### src/rtl/fetch_decode_ctrl.sv
// Fetch/decode/sequencing controller for the RV32I R-type register-file + ALU datapath.
// Issues RR_En, F_En and Reg_Write as one-cycle Moore strobes in place of phase clocks.
module fetch_decode_ctrl #(
  parameter logic [31:0] PC_RESET = 32'h0000_0000
) (
  input  logic        clk,
  input  logic        rst,
  input  logic        run,
  output logic [31:0] IM_Addr,
  output logic        IM_Req,
  input  logic        IM_Ready,
  input  logic [31:0] IM_Data,
  output logic [4:0]  R_Addr_A,
  output logic [4:0]  R_Addr_B,
  output logic [4:0]  W_Addr,
  output logic [3:0]  ALU_OP,
  output logic        RR_En,
  output logic        F_En,
  output logic        Reg_Write,
  output logic        Illegal,
  output logic [31:0] Retired
);

  localparam logic [2:0] StIdle   = 3'd0;
  localparam logic [2:0] StFetch  = 3'd1;
  localparam logic [2:0] StDecode = 3'd2;
  localparam logic [2:0] StRr     = 3'd3;
  localparam logic [2:0] StEx     = 3'd4;
  localparam logic [2:0] StWb     = 3'd5;
  localparam logic [2:0] StHalt   = 3'd6;

  logic [2:0]  state_q, state_d;
  logic [31:0] pc_q, pc_d;
  logic [31:0] ir_q, ir_d;
  logic [31:0] retired_q, retired_d;
  logic        illegal_q, illegal_d;
  logic        legal;

  // Only ADD..AND (funct7=0) plus SUB and SRA (funct7=0100000) are supported.
  always_comb begin
    legal = 1'b0;
    if (ir_q[6:0] == 7'b0110011) begin
      if (ir_q[31:25] == 7'b0000000) begin
        legal = 1'b1;
      end else if (ir_q[31:25] == 7'b0100000) begin
        legal = (ir_q[14:12] == 3'b000) || (ir_q[14:12] == 3'b101);
      end
    end
  end

  always_comb begin
    state_d   = state_q;
    pc_d      = pc_q;
    ir_d      = ir_q;
    retired_d = retired_q;
    illegal_d = illegal_q;
    case (state_q)
      StIdle: begin
        if (run) state_d = StFetch;
      end
      StFetch: begin
        if (IM_Ready) begin
          ir_d    = IM_Data;
          state_d = StDecode;
        end
      end
      StDecode: begin
        if (legal) begin
          state_d = StRr;
        end else begin
          state_d   = StHalt;
          illegal_d = 1'b1;
        end
      end
      StRr:   state_d = StEx;
      StEx:   state_d = StWb;
      StWb: begin
        pc_d      = pc_q + 32'd4;
        retired_d = retired_q + 32'd1;
        state_d   = run ? StFetch : StIdle;
      end
      StHalt: state_d = StHalt;
      default: state_d = StIdle;
    endcase
  end

  always_ff @(posedge clk) begin
    if (rst) begin
      state_q   <= StIdle;
      pc_q      <= PC_RESET;
      ir_q      <= 32'h0;
      retired_q <= 32'h0;
      illegal_q <= 1'b0;
    end else begin
      state_q   <= state_d;
      pc_q      <= pc_d;
      ir_q      <= ir_d;
      retired_q <= retired_d;
      illegal_q <= illegal_d;
    end
  end

  assign IM_Addr   = pc_q;
  assign IM_Req    = (state_q == StFetch);
  assign R_Addr_A  = ir_q[19:15];
  assign R_Addr_B  = ir_q[24:20];
  assign W_Addr    = ir_q[11:7];
  assign ALU_OP    = {ir_q[30], ir_q[14:12]};
  assign RR_En     = (state_q == StRr);
  assign F_En      = (state_q == StEx);
  assign Reg_Write = (state_q == StWb) && (ir_q[11:7] != 5'd0);
  assign Illegal   = illegal_q;
  assign Retired   = retired_q;

endmodule
### config.mk
export PLATFORM = sky130hd
export DESIGN_NAME = fetch_decode_ctrl
export DESIGN_NICKNAME = d
export VERILOG_FILES = /design/src/rtl/fetch_decode_ctrl.sv
export SDC_FILE = /design/constraint.sdc
export NUM_CORES = 1
export LEC_CHECK = 0
export BUFFER_PORTS_ARGS = -buffer_cell sky130_fd_sc_hd__buf_2
export CAP_MARGIN = 20
export CORE_ASPECT_RATIO = 0.6
export CORE_MARGIN = 8
export CORE_UTILIZATION = 52
export DETAILED_ROUTE_END_ITERATION = 8
export MAX_ROUTING_LAYER = met4
export PLACE_DENSITY = 0.82
export SLEW_MARGIN = 10
export SYNTH_ARGS = -nofsm -noshare
export SYNTH_HDL_FRONTEND = slang
export SYNTH_SLANG_ARGS = --single-unit
### constraint.sdc
create_clock -name clk -period 2.3 [get_ports clk]
set_input_delay 0.345 -clock clk [delete_from_list [all_inputs] [get_ports clk]]
set_output_delay 0.345 -clock clk [all_outputs]
set_load 0.02 [all_outputs]
* Word level (Yosys, flattened, before mapping)
Index checks and enable logic that the tools add are counted.
** Word-level totals
- Bits in registers :: 100
- Bits of input ports :: 36
- Logic and storage cells :: 36
** Operators by class
- Reductions and logical operators :: 9
- Multiplexer cells :: 8
- Eq/ne operators :: 11
- Add/subtract/negate cells :: 2
- Bitwise operators :: 1
** Operators by type and width (number)
- adder 32 x 1 -> 32 bit (second input constant) :: 1
- adder 32 x 3 -> 32 bit (second input constant) :: 1
- case mux 3 bit (7 select lines) :: 1
- equality test 7 x 6 -> 1 bit (second input constant) :: 2
- equality test 3 bit (second input constant) :: 4
- 2-to-1 mux 3 bit :: 3
- logical NOT 7 bit :: 1
- equality test 3 x 2 -> 1 bit (second input constant) :: 2
- logical NOT 3 bit :: 2
- AND reduction 2 bit :: 3
- nonzero test 5 bit :: 1
- 2-to-1 mux 1 bit :: 4
- equality test 3 x 1 -> 1 bit (second input constant) :: 1
- inequality test 2 x 1 -> 1 bit (second input constant) :: 1
- inequality test 2 bit (second input constant) :: 1
- logical AND 1 bit :: 1
- logical OR 1 bit :: 1
- NOT 1 bit :: 1

* Longest topological paths before layout
Gate-level depths: netlist of the first run.
- Depth after elaboration :: 7
- Mapped depth :: 7
- Gate-level depth less buffers :: 5

* Worst setup path after synthesis of the first run
Ideal clock, no wire load.
- Path kind :: reg-to-reg
- Start point :: register pc_q[10] (netlist: IM_Addr[10])
- End point :: register pc_q[30] (netlist: IM_Addr[30])
- Cell stages (with the launch flop) :: 6
- Library setup time :: 0.070 ns
- Period minus slack after synthesis :: 1.996 ns
- Path buffers :: 1
- Path slack :: 0.304 ns
- Required time :: 2.230 ns
- Arrival :: 1.926 ns
- Path through :: dfxtp_1 nand4_2 or4_4 buf_2 or4_1 a21oi_1
** On the way
- Longest elaborated chain between the ends :: 1
** Ends and longest elaborated chain
- start, declared :: RTL line 33 : logic [31:0] pc_q, pc_d;
- start signal, assigned :: RTL line 96 : pc_q <= pc_d;
- adder 32 x 3 -> 32 bit :: RTL line 78 : pc_d = pc_q + 32'd4;
No other way between the ends.
A chain may end at the register's enable or synchronous reset.

* Worst setup path after layout of the first run
- Start point :: register retired_q[6] (netlist: Retired[6])
- End point :: register retired_q[17] (netlist: Retired[17])
** On the way
- Longest elaborated chain between the ends :: 1
** Ends and longest elaborated chain
- start, declared :: RTL line 35 : logic [31:0] retired_q, retired_d;
- start signal, assigned :: RTL line 98 : retired_q <= retired_d;
- adder 32 x 1 -> 32 bit :: RTL line 79 : retired_d = retired_q + 32'd1;
No other way between the ends.

==> results_dict.tcl, run 1 <==
set metrics [dict create \
    p_per_area_mw_per_mm2 658.5 \
    grt_pass1_vias 3988 \
    routed_wl_mm 11.74 \
    syn_inst 552 \
    swShare_pct 24.05 \
    cts_tree "yes" \
    stdcell_count 757 \
    p_switching_uw 850.1 \
    grt_usage_pct 19.98 \
    drt_iter0_drc 344 \
    antenna_found_initial 1 \
    min_path_type "primary input to flip-flop" \
    hpwl_mm 8.621 \
    hold_slack_ns 0.2392 \
    vias 4316 \
    start_kind "flip-flop" \
    yosys_warnings 0 \
    worstMarginPinSlew_ns 0.5787 \
    total_leakage_power_nw 2.123 \
    maxCapViolations 0 \
    yosys-top-cells-count "dfxtp_1, nand2_1, a21oi_1, o31ai_1" \
    synth_cell_type_count 42 \
    setup_viol 0 \
    yosysTopAreaCell "dfxtp_1" \
    ys_seq_area_share_pct 43.36 \
    finalHoldViolations 0 \
    rsz0062_at_grt "false" \
    clkTransAtPathRegs_ns 0.07 \
    drive_gt1_share_pct 23.91 \
    syn_area_per_cell_um2 8.196 \
    synth-async-reset-ratio_pct 0 \
    comb_power_share_pct 8.0 \
    dp_cells 740 \
    io_buffers 121 \
    cts_buffers 9 \
    clk_latency_ns 0.34 \
    area_growth_pct 18.64 \
    h-tree-depth 3 \
    ys_top_cells_by_area "dfxtp_1, a21oi_1, nand2_1" \
    num_rows 26 \
    synth_edf_count 0 \
    synth_most_common_cell "dfxtp_1" \
    chipWidth_um 136.4 \
    ys_ff_latch 98 \
    min_period_ns 2.060 \
    skew_ns 0.007624 \
    fin_util_pct 63.22 \
    intPower_mw 2.684 \
    cp_max_fo 10 \
    viasPerCell 5.701 \
    wl_per_cell_um 15.51 \
    gp_congestion 0.9323 \
    synth-simple-area-share_pct 28.62 \
    cts_setup_buffers 0 \
    finalMaxSlewViolations 0 \
    ff2ff_path_depth 5 \
    die_area_mm2 0.01204 \
    overflow 0 \
    critical_path_class "flip-flop to flip-flop" \
    critPathArrivalTime_ns 2.32 \
    synthAdderAreaFrac_pct 0.5531 \
    io_pins 124 \
    postCtsHoldBufs 0 \
    holdPathStages 3 \
    synthFlopType "dfxtp_1" \
    synth_top_family_by_area "simple AND/OR/NAND/NOR gates" \
    core_mm2 0.008491 \
    grt_pass1_wl_mm 19.07 \
    crit_required_ns 2.56 \
    remaining_drc_errors 0 \
    synthMuxAreaShare_pct 0.4978 \
    clock-root-buffer "clkbuf_16" \
    dr.pass1.iters 4 \
    setup_tns_ns 0 \
    synth_xor_area_share_pct 4.259 \
    slew_headroom_pct 61.42 \
    start_util_pct 53.29 \
    clkPwrFrac_pct 42.0 \
    fmaxAchievable_mhz 485.4 \
    peakVddDrop_v 0.0004689 \
    nNetsFinal 677 \
    p_seq_share_pct 50.0 \
    cts_resized 0 \
    status "finished clean" \
    ant_nets 0 \
    netlist_area_mm2 0.004524 \
    fin_crit_sh_pct 89.57 \
    max-clock-path-buffers 2 \
    setup.worst_path.end_class "flip-flop" \
    cts_sinks 98 \
    synth.top_cell.area_share_pct 43.36 \
    grt_max_degree 39 \
    fp.dieH_um 88.25 \
    synth-compound-area-share_pct 15.18 \
]
final timing paths:
check | from | to | slack [ns]
max | Retired[6]$_SDFFE_PP0N_ | Retired[17]$_SDFFE_PP0N_ | 0.24
min | IM_Data[31] | ir_q[31]$_SDFFE_PP0P_ | 0.24
max reg2reg | Retired[6]$_SDFFE_PP0N_ | Retired[17]$_SDFFE_PP0N_ | 0.24
min reg2reg | ir_q[20]$_SDFFE_PP0P_ | ir_q[20]$_SDFFE_PP0P_ | 0.45
per-stage QoR:
stage	power, mW	worst slack [ns]	instance area, µm²
detailed placement	2.087	0.2868	5070
global route	3.675	0.1094	5368
CTS	3.574	0.2528	5365
floorplan	2.012	0.3037	4528
global placement	2.078	0.3756	5070
finish	3.534	0.2398	5368
cells in the final DEF (no fill, tap or decap), types with 9 or more instances in the layout:
cell type and instances:
buf_2 121, dfxtp_1 98, nand2_1 89, a21oi_1 76, o31ai_1 31, or4_1 30
nor2_1 26, nand4_1 21, nand3_1 19, xor2_1 14, buf_4 11, and4_1 10
clkbuf_16 9
cell type report:
cell class                      instances  area (µm²)
Multi-Input combinational cell        389        2230
Antenna cell                            1       2.502
Tap cell                              112       140.1
Inverter                                8       30.03
Timing Repair Buffer                  133       708.2
Sequential cell                        98        1962
Clock buffer                            9       225.2
Clock inverter                          7       70.07
Fill cell                             741        3123
sequential cells by signal (all words and copies together), names as in the netlist:
register	count
ir_q	32
Illegal	1
IM_Addr	30
Retired	32
state_q	3
power groups by stage:
stage | clock network (mW) | logic [mW] | registers, mW
floorplan | 0 | 0.208 | 1.80
global placement | 0 | 0.275 | 1.80
detailed placement | 0 | 0.281 | 1.81
CTS | 1.52 | 0.283 | 1.77
global route | 1.59 | 0.311 | 1.77
finish | 1.49 | 0.281 | 1.77
cell families (layout without fill, tap and decap cells):
group / Yosys count / count (layout)
simple gates: 242 / 242
xor+xnor: 22 / 22
mux: 2 / 2
flops: 98 / 98
other cells: 1 / 3
fa+ha+maj: 2 / 2
compound gates: 119 / 119
buf+inv: 66 / 157
critical path, stage by stage, from the launching register on:
cell and delay [ns]:
dfxtp_1 0.41, and4_1 0.30, nand4_1 0.41, buf_4 0.32, or4_1 0.40, a21oi_1 0.16
routing by layer:
| layer | track usage (%) | vias to the layer above | part of all wire (%) |
|---|---|---|---|
| met5 | - | - | 0 |
| met4 | 6.145 | 0 | 1.0 |
| met3 | 6.916 | 11 | 7.9 |
| met2 | 29.79 | 133 | 45 |
| met1 | 25.06 | 2028 | 46 |
| li1 | - | 2144 | - |
(Power assumes the default switching activity.)
==> inputs of run 2 (changes only) <==
--- a/config.mk
+++ b/config.mk
@@ -8,7 +8,7 @@
 export BUFFER_PORTS_ARGS = -buffer_cell sky130_fd_sc_hd__buf_2
 export CAP_MARGIN = 20
 export CORE_ASPECT_RATIO = 0.6
-export CORE_MARGIN = 8
+export CORE_MARGIN = 1
 export CORE_UTILIZATION = 52
 export DETAILED_ROUTE_END_ITERATION = 8
 export MAX_ROUTING_LAYER = met4
==> run 2 against run 1 <==
Net effect:
- die area fell by 24%
- clock power is 7% lower
- global-route usage up 4.9 points
- via count increased by 0.44%
- sequential power is essentially flat
- register-to-register slack is essentially flat
- largest cell class unchanged
==> results_dict.tcl, run 2 (same netlist as run 1, synthesis figures left out) <==
set metrics [dict create \
    num_rows 25 \
    design_area_mm2 0.005329 \
    area_growth_pct 17.78 \
    finalHoldViolations 0 \
    postCtsHoldBufs 0 \
    nNetsFinal 676 \
    fin_crit_sh_pct 90.08 \
    r2r_start "state_q[2]$_SDFFE_PP0P_" \
    io_pins 124 \
    hpwl_mm 7.525 \
    setup_slack_ns 0.2281 \
    setup_tns_ns 0 \
    cts_sinks 98 \
    cp_max_fo 15 \
    drive_gt1_share_pct 23.52 \
    overflow 0 \
    gp_congestion 0.8453 \
    setup_viol 0 \
    fp.dieH_um 74.25 \
    finalMaxSlewViolations 0 \
    worstMarginPinSlew_ns 0.6489 \
    viasPerCell 5.780 \
    wl_per_cell_um 14.27 \
    clk_latency_ns 0.34 \
    grt_pass1_vias 3692 \
    vias 4335 \
    ff2ff_path_depth 4 \
    cts_buffers 9 \
    io_buffers 121 \
    max-clock-path-buffers 2 \
    clock-root-buffer "clkbuf_16" \
    dp_slack_ns 0.2611 \
    fmaxAchievable_mhz 482.6 \
    worstHoldStart "IM_Data[22]" \
    chipWidth_um 122.4 \
    critPathArrivalTime_ns 2.35 \
    total_power_mw 3.428 \
    final_cell_mix "buf_2, dfxtp_1, nand2_1, a21oi_1, o31ai_1" \
    critPathLaunch "state_q[2]$_SDFFE_PP0P_" \
    maxCapViolations 0 \
    rsz0062_at_grt "false" \
    setup.worst_path.end_class "flip-flop" \
    grt_max_degree 44 \
    grt_pass1_wl_mm 17.15 \
    start_util_pct 55.63 \
    r2r_slack_ns 0.23 \
    routed_wl_mm 10.70 \
    critical_path_class "flip-flop to flip-flop" \
    ant_nets 0 \
    h-tree-depth 3 \
    antenna_found_initial 0 \
    status "finished clean" \
    peakVddDrop_v 0.0003818 \
    cts_resized 0 \
    total_leakage_power_nw 2.111 \
    cts_tree "yes" \
    min_path_type "primary input to flip-flop" \
    min_period_ns 2.072 \
    r2r_end "IM_Addr[31]$_SDFFE_PP0N_" \
    diodes 0 \
    grt_usage_pct 24.92 \
    skew_ns 0.004709 \
    cts_setup_buffers 0 \
    final_common_cell "buf_2" \
    die_area_mm2 0.009090 \
    crit_required_ns 2.57 \
    p_per_area_mw_per_mm2 643.4 \
    dr.pass1.iters 5 \
    start_kind "flip-flop" \
    worstSetupEndpoint "IM_Addr[31]$_SDFFE_PP0N_" \
    hold_slack_ns 0.2405 \
    slew_headroom_pct 56.74 \
    clkTransAtPathRegs_ns 0.06 \
    core_mm2 0.008133 \
    remaining_drc_errors 0 \
    drt_iter0_drc 274 \
    place_area_mm2 0.005057 \
]
## run 2: cell count changes in the layout (fill, tap and decap cells not counted), sizes merged
cell      before  now
diode          1    0
clkinvlp       1    0
bufinv         1    0
clkinv         5    3
buf          133  132
clkbuf         9   12
## run 2: final cells by class
class                           instances  area, µm²
Sequential cell                        98       1962
Multi-Input combinational cell        389       2230
Inverter                                8      30.03
Clock inverter                          3      15.01
Clock buffer                           12      256.5
Timing Repair Buffer                  132      700.7
Fill cell                             744       2804
Tap cell                              108      135.1
## run 2: worst max-delay path, stage by stage, from the launching register on
cell     delay, ns
dfxtp_1       0.57
and4b_1       0.36
nand4_1       0.33
or4_1         0.59
a21oi_1       0.16
## run 2: per-layer routing
metal	share of wire [%]	GRT usage, %
met1	49	33.13
met2	43	36.08
met3	6.8	7.515
met4	1.6	7.995
met5	0	-
## run 2: worst min-delay path by stage
| stage | endpoint | slack (ns) | depth (start not counted) |
|---|---|---|---|
| 3_3_place_gp | Illegal$_SDFFE_PP0P_ | 0.44 | 2 |
| 3_5_place_dp | Illegal$_SDFFE_PP0P_ | 0.44 | 2 |
| 2_1_floorplan | ir_q[1]$_SDFFE_PP0P_ | 0.43 | 2 |
| 4_1_cts | ir_q[4]$_SDFFE_PP0P_ | 0.23 | 3 |
| 5_1_grt | ir_q[17]$_SDFFE_PP0P_ | 0.24 | 3 |
| 6_report | ir_q[22]$_SDFFE_PP0P_ | 0.24 | 3 |
## run 2: power breakdown
group          switching [mW]  leakage [nW]  total, mW  internal, mW
clock                   0.602         0.138       1.38         0.781
sequential             0.0360         0.792       1.78          1.74
combinational           0.168          1.18      0.269         0.101
total                   0.806          2.11       3.43          2.62
## run 2: metrics by stage
step,cells,util (%)
floorplan,553,-
global placement,735,62.18
detailed placement,735,62.18
CTS,750,65.52
global route,750,65.52
finish,750,65.52
==> inputs of run 3 (changes only) <==
--- a/config.mk
+++ b/config.mk
@@ -9,10 +9,10 @@
 export CAP_MARGIN = 20
 export CORE_ASPECT_RATIO = 0.6
 export CORE_MARGIN = 1
-export CORE_UTILIZATION = 52
+export CORE_UTILIZATION = 47
 export DETAILED_ROUTE_END_ITERATION = 8
 export MAX_ROUTING_LAYER = met4
-export PLACE_DENSITY = 0.82
+export PLACE_DENSITY = 0.79
 export SLEW_MARGIN = 10
 export SYNTH_ARGS = -nofsm -noshare
 export SYNTH_HDL_FRONTEND = slang
==> constraint.sdc (replaced) <==
create_clock -name clk -period 1.7 [get_ports clk]
set_input_delay 0.255 -clock clk [delete_from_list [all_inputs] [get_ports clk]]
set_output_delay 0.255 -clock clk [all_outputs]
set_load 0.02 [all_outputs]
==> run 3 against run 2 <==
Net effect:
- clock skew is 0.0021 ns higher
- the run now ends with negative setup slack left
- combinational power is 63% higher
- clock power rose by 47%
- highest routed layer unchanged
- global-route usage grew 0.89 points
- utilization up 4.5 points
==> results_dict.tcl, run 3 (same netlist as run 1, synthesis figures left out) <==
set metrics [dict create \
    status "complete, but fails checks" \
    violations "negative setup slack" \
    critPathArrivalTime_ns 2.19 \
    io_buffers 121 \
    n_fill_cell 715 \
    drt_iter0_drc 348 \
    remaining_drc_errors 0 \
    critPathLaunch "IM_Addr[8]$_SDFFE_PP0N_" \
    stdcell_count 854 \
    h-tree-depth 3 \
    rsz0062_at_grt "true" \
    setup_slack_ns -0.2645 \
    fmaxAchievable_mhz 509.0 \
    finalMaxSlewViolations 0 \
    hold_slack_ns 0.1463 \
    start_util_pct 48.88 \
    num_rows 27 \
    ant_nets 0 \
    chipWidth_um 128.7 \
    fp.dieH_um 78 \
    final_common_cell "buf_2" \
    grt_pass1_wl_mm 19.94 \
    grt_usage_pct 25.80 \
    grt_pass1_vias 4112 \
    comb_power_share_pct 9.0 \
    wl_per_cell_um 16.07 \
    swShare_pct 24.46 \
    final_cell_mix "buf_2, nand2_1, buf_4, dfxtp_1, a21oi_1" \
    finalHoldViolations 0 \
    cts_tree "yes" \
    drive_gt1_share_pct 45.03 \
    min_period_ns 1.964 \
    setup_viol 22 \
    clkTransAtPathRegs_ns 0.07 \
    fin_crit_sh_pct 115.6 \
    gp_congestion 0.9353 \
    clkPwrFrac_pct 41.8 \
    hpwl_mm 8.649 \
    cts_buffers 9 \
    cp_max_fo 6 \
    overflow 0 \
    start_kind "flip-flop" \
    total_leakage_power_nw 2.635 \
    p_seq_share_pct 49.2 \
    viasPerCell 5.597 \
    maxCapViolations 0 \
    diodes 0 \
    nNetsFinal 757 \
    p_switching_mw 1.188 \
    area_growth_pct 43.17 \
    worstSetupEndpoint "IM_Addr[21]$_SDFFE_PP0N_" \
    p_per_area_mw_per_mm2 750.2 \
    core_mm2 0.009256 \
    cts_sinks 98 \
    setup.worst_path.end_class "flip-flop" \
    max-clock-path-buffers 2 \
    ff2ff_path_depth 6 \
    antenna_found_initial 0 \
    io_pins 124 \
    clock-root-buffer "clkbuf_16" \
    peakVddDrop_v 0.0005482 \
    grt_max_degree 42 \
    min_path_type "primary input to flip-flop" \
    dr.pass1.iters 4 \
    r2r_start "IM_Addr[8]$_SDFFE_PP0N_" \
    vias 4780 \
    intPower_mw 3.671 \
    r2r_end "IM_Addr[21]$_SDFFE_PP0N_" \
    dp_cells 814 \
    die_area_mm2 0.01004 \
    clk_latency_ns 0.34 \
    r2r_slack_ns -0.26 \
    skew_ns 0.006801 \
    critical_path_class "flip-flop to flip-flop" \
    postCtsHoldBufs 0 \
    routed_wl_mm 13.73 \
    crit_required_ns 1.93 \
]
## run 3: cell types whose count changed in the layout (fill, tap and decap cells not counted), moves of 19 or more
cell and change:
dfxtp_1 -32, a21oi_1 -20, or4_4 +19, a21oi_2 +19, dfxtp_2 +27, buf_4 +66
## run 3: layout make-up
type / count / area, µm² / share of cell area [%]
Sequential cell: 98 / 2014 / 31.10
Timing Repair Buffer: 210 / 1359 / 20.98
Clock inverter: 6 / 67.56 / 1.043
Tap cell: 130 / 162.7 / 2.511
Clock buffer: 10 / 229.0 / 3.535
Multi-Input combinational cell: 392 / 2615 / 40.37
Inverter: 8 / 30.03 / 0.4636
## run 3: timing repair
| action | in CTS | in global routing |
|---|---|---|
| setup buffers | 3 | 16 |
| setup endpoints to repair | 22 | 36 |
| pin swaps | 12 | 32 |
| resized for setup | 12 | 91 |
| cloned | 2 | 4 |
## run 3: worst min-delay path by stage
stage	startpoint	endpoint	cells after the start
final	IM_Data[21]	ir_q[21]$_SDFFE_PP0P_	3
after global routing	IM_Data[20]	ir_q[20]$_SDFFE_PP0P_	3
after CTS	IM_Data[21]	ir_q[21]$_SDFFE_PP0P_	3
after detailed placement	ir_q[1]$_SDFFE_PP0P_	ir_q[1]$_SDFFE_PP0P_	2
after global placement	Illegal$_SDFFE_PP0P_	Illegal$_SDFFE_PP0P_	2
after floorplan	IM_Data[0]	ir_q[0]$_SDFFE_PP0P_	2
## run 3: power groups by stage
stage	combinational, mW	clock (mW)	sequential, mW
2_1_floorplan	0.283	0	2.43
3_3_place_gp	0.392	0	2.43
3_5_place_dp	0.402	0	2.44
4_1_cts	0.405	2.06	2.39
5_1_grt	0.483	2.16	2.39
6_report	0.438	2.03	2.39
## run 3: critical path: stages, from the launching register on
cell and delay [ns]:
dfxtp_2 0.34, nand4_1 0.24, buf_4 0.24, or4_4 0.49, buf_6 0.16, o31ai_2 0.28
a21oi_2 0.09
## run 3: per-stage QoR
stage	worst slack, ns	TNS (ns)	power (mW)	util, %	cell area (µm²)
2_1_floorplan	-0.1079	-0.7274	2.717	-	4606
3_3_place_gp	-0.1059	-0.7190	2.826	60.34	5585
3_5_place_dp	-0.1614	-1.755	2.839	60.34	5585
4_1_cts	-0.1534	-0.8688	4.851	64.50	5971
5_1_grt	-0.3315	-4.335	5.035	69.98	6477
6_report	-0.2645	-2.730	4.860	69.98	6477
## run 3: layer usage
metal	part of all wire [%]	global-route usage, %	vias to the layer above
met4	1.1	6.353	0
met2	45	36.92	216
met3	8.2	6.483	18
li1	-	-	2304
met5	0	-	-
met1	46	36.11	2242
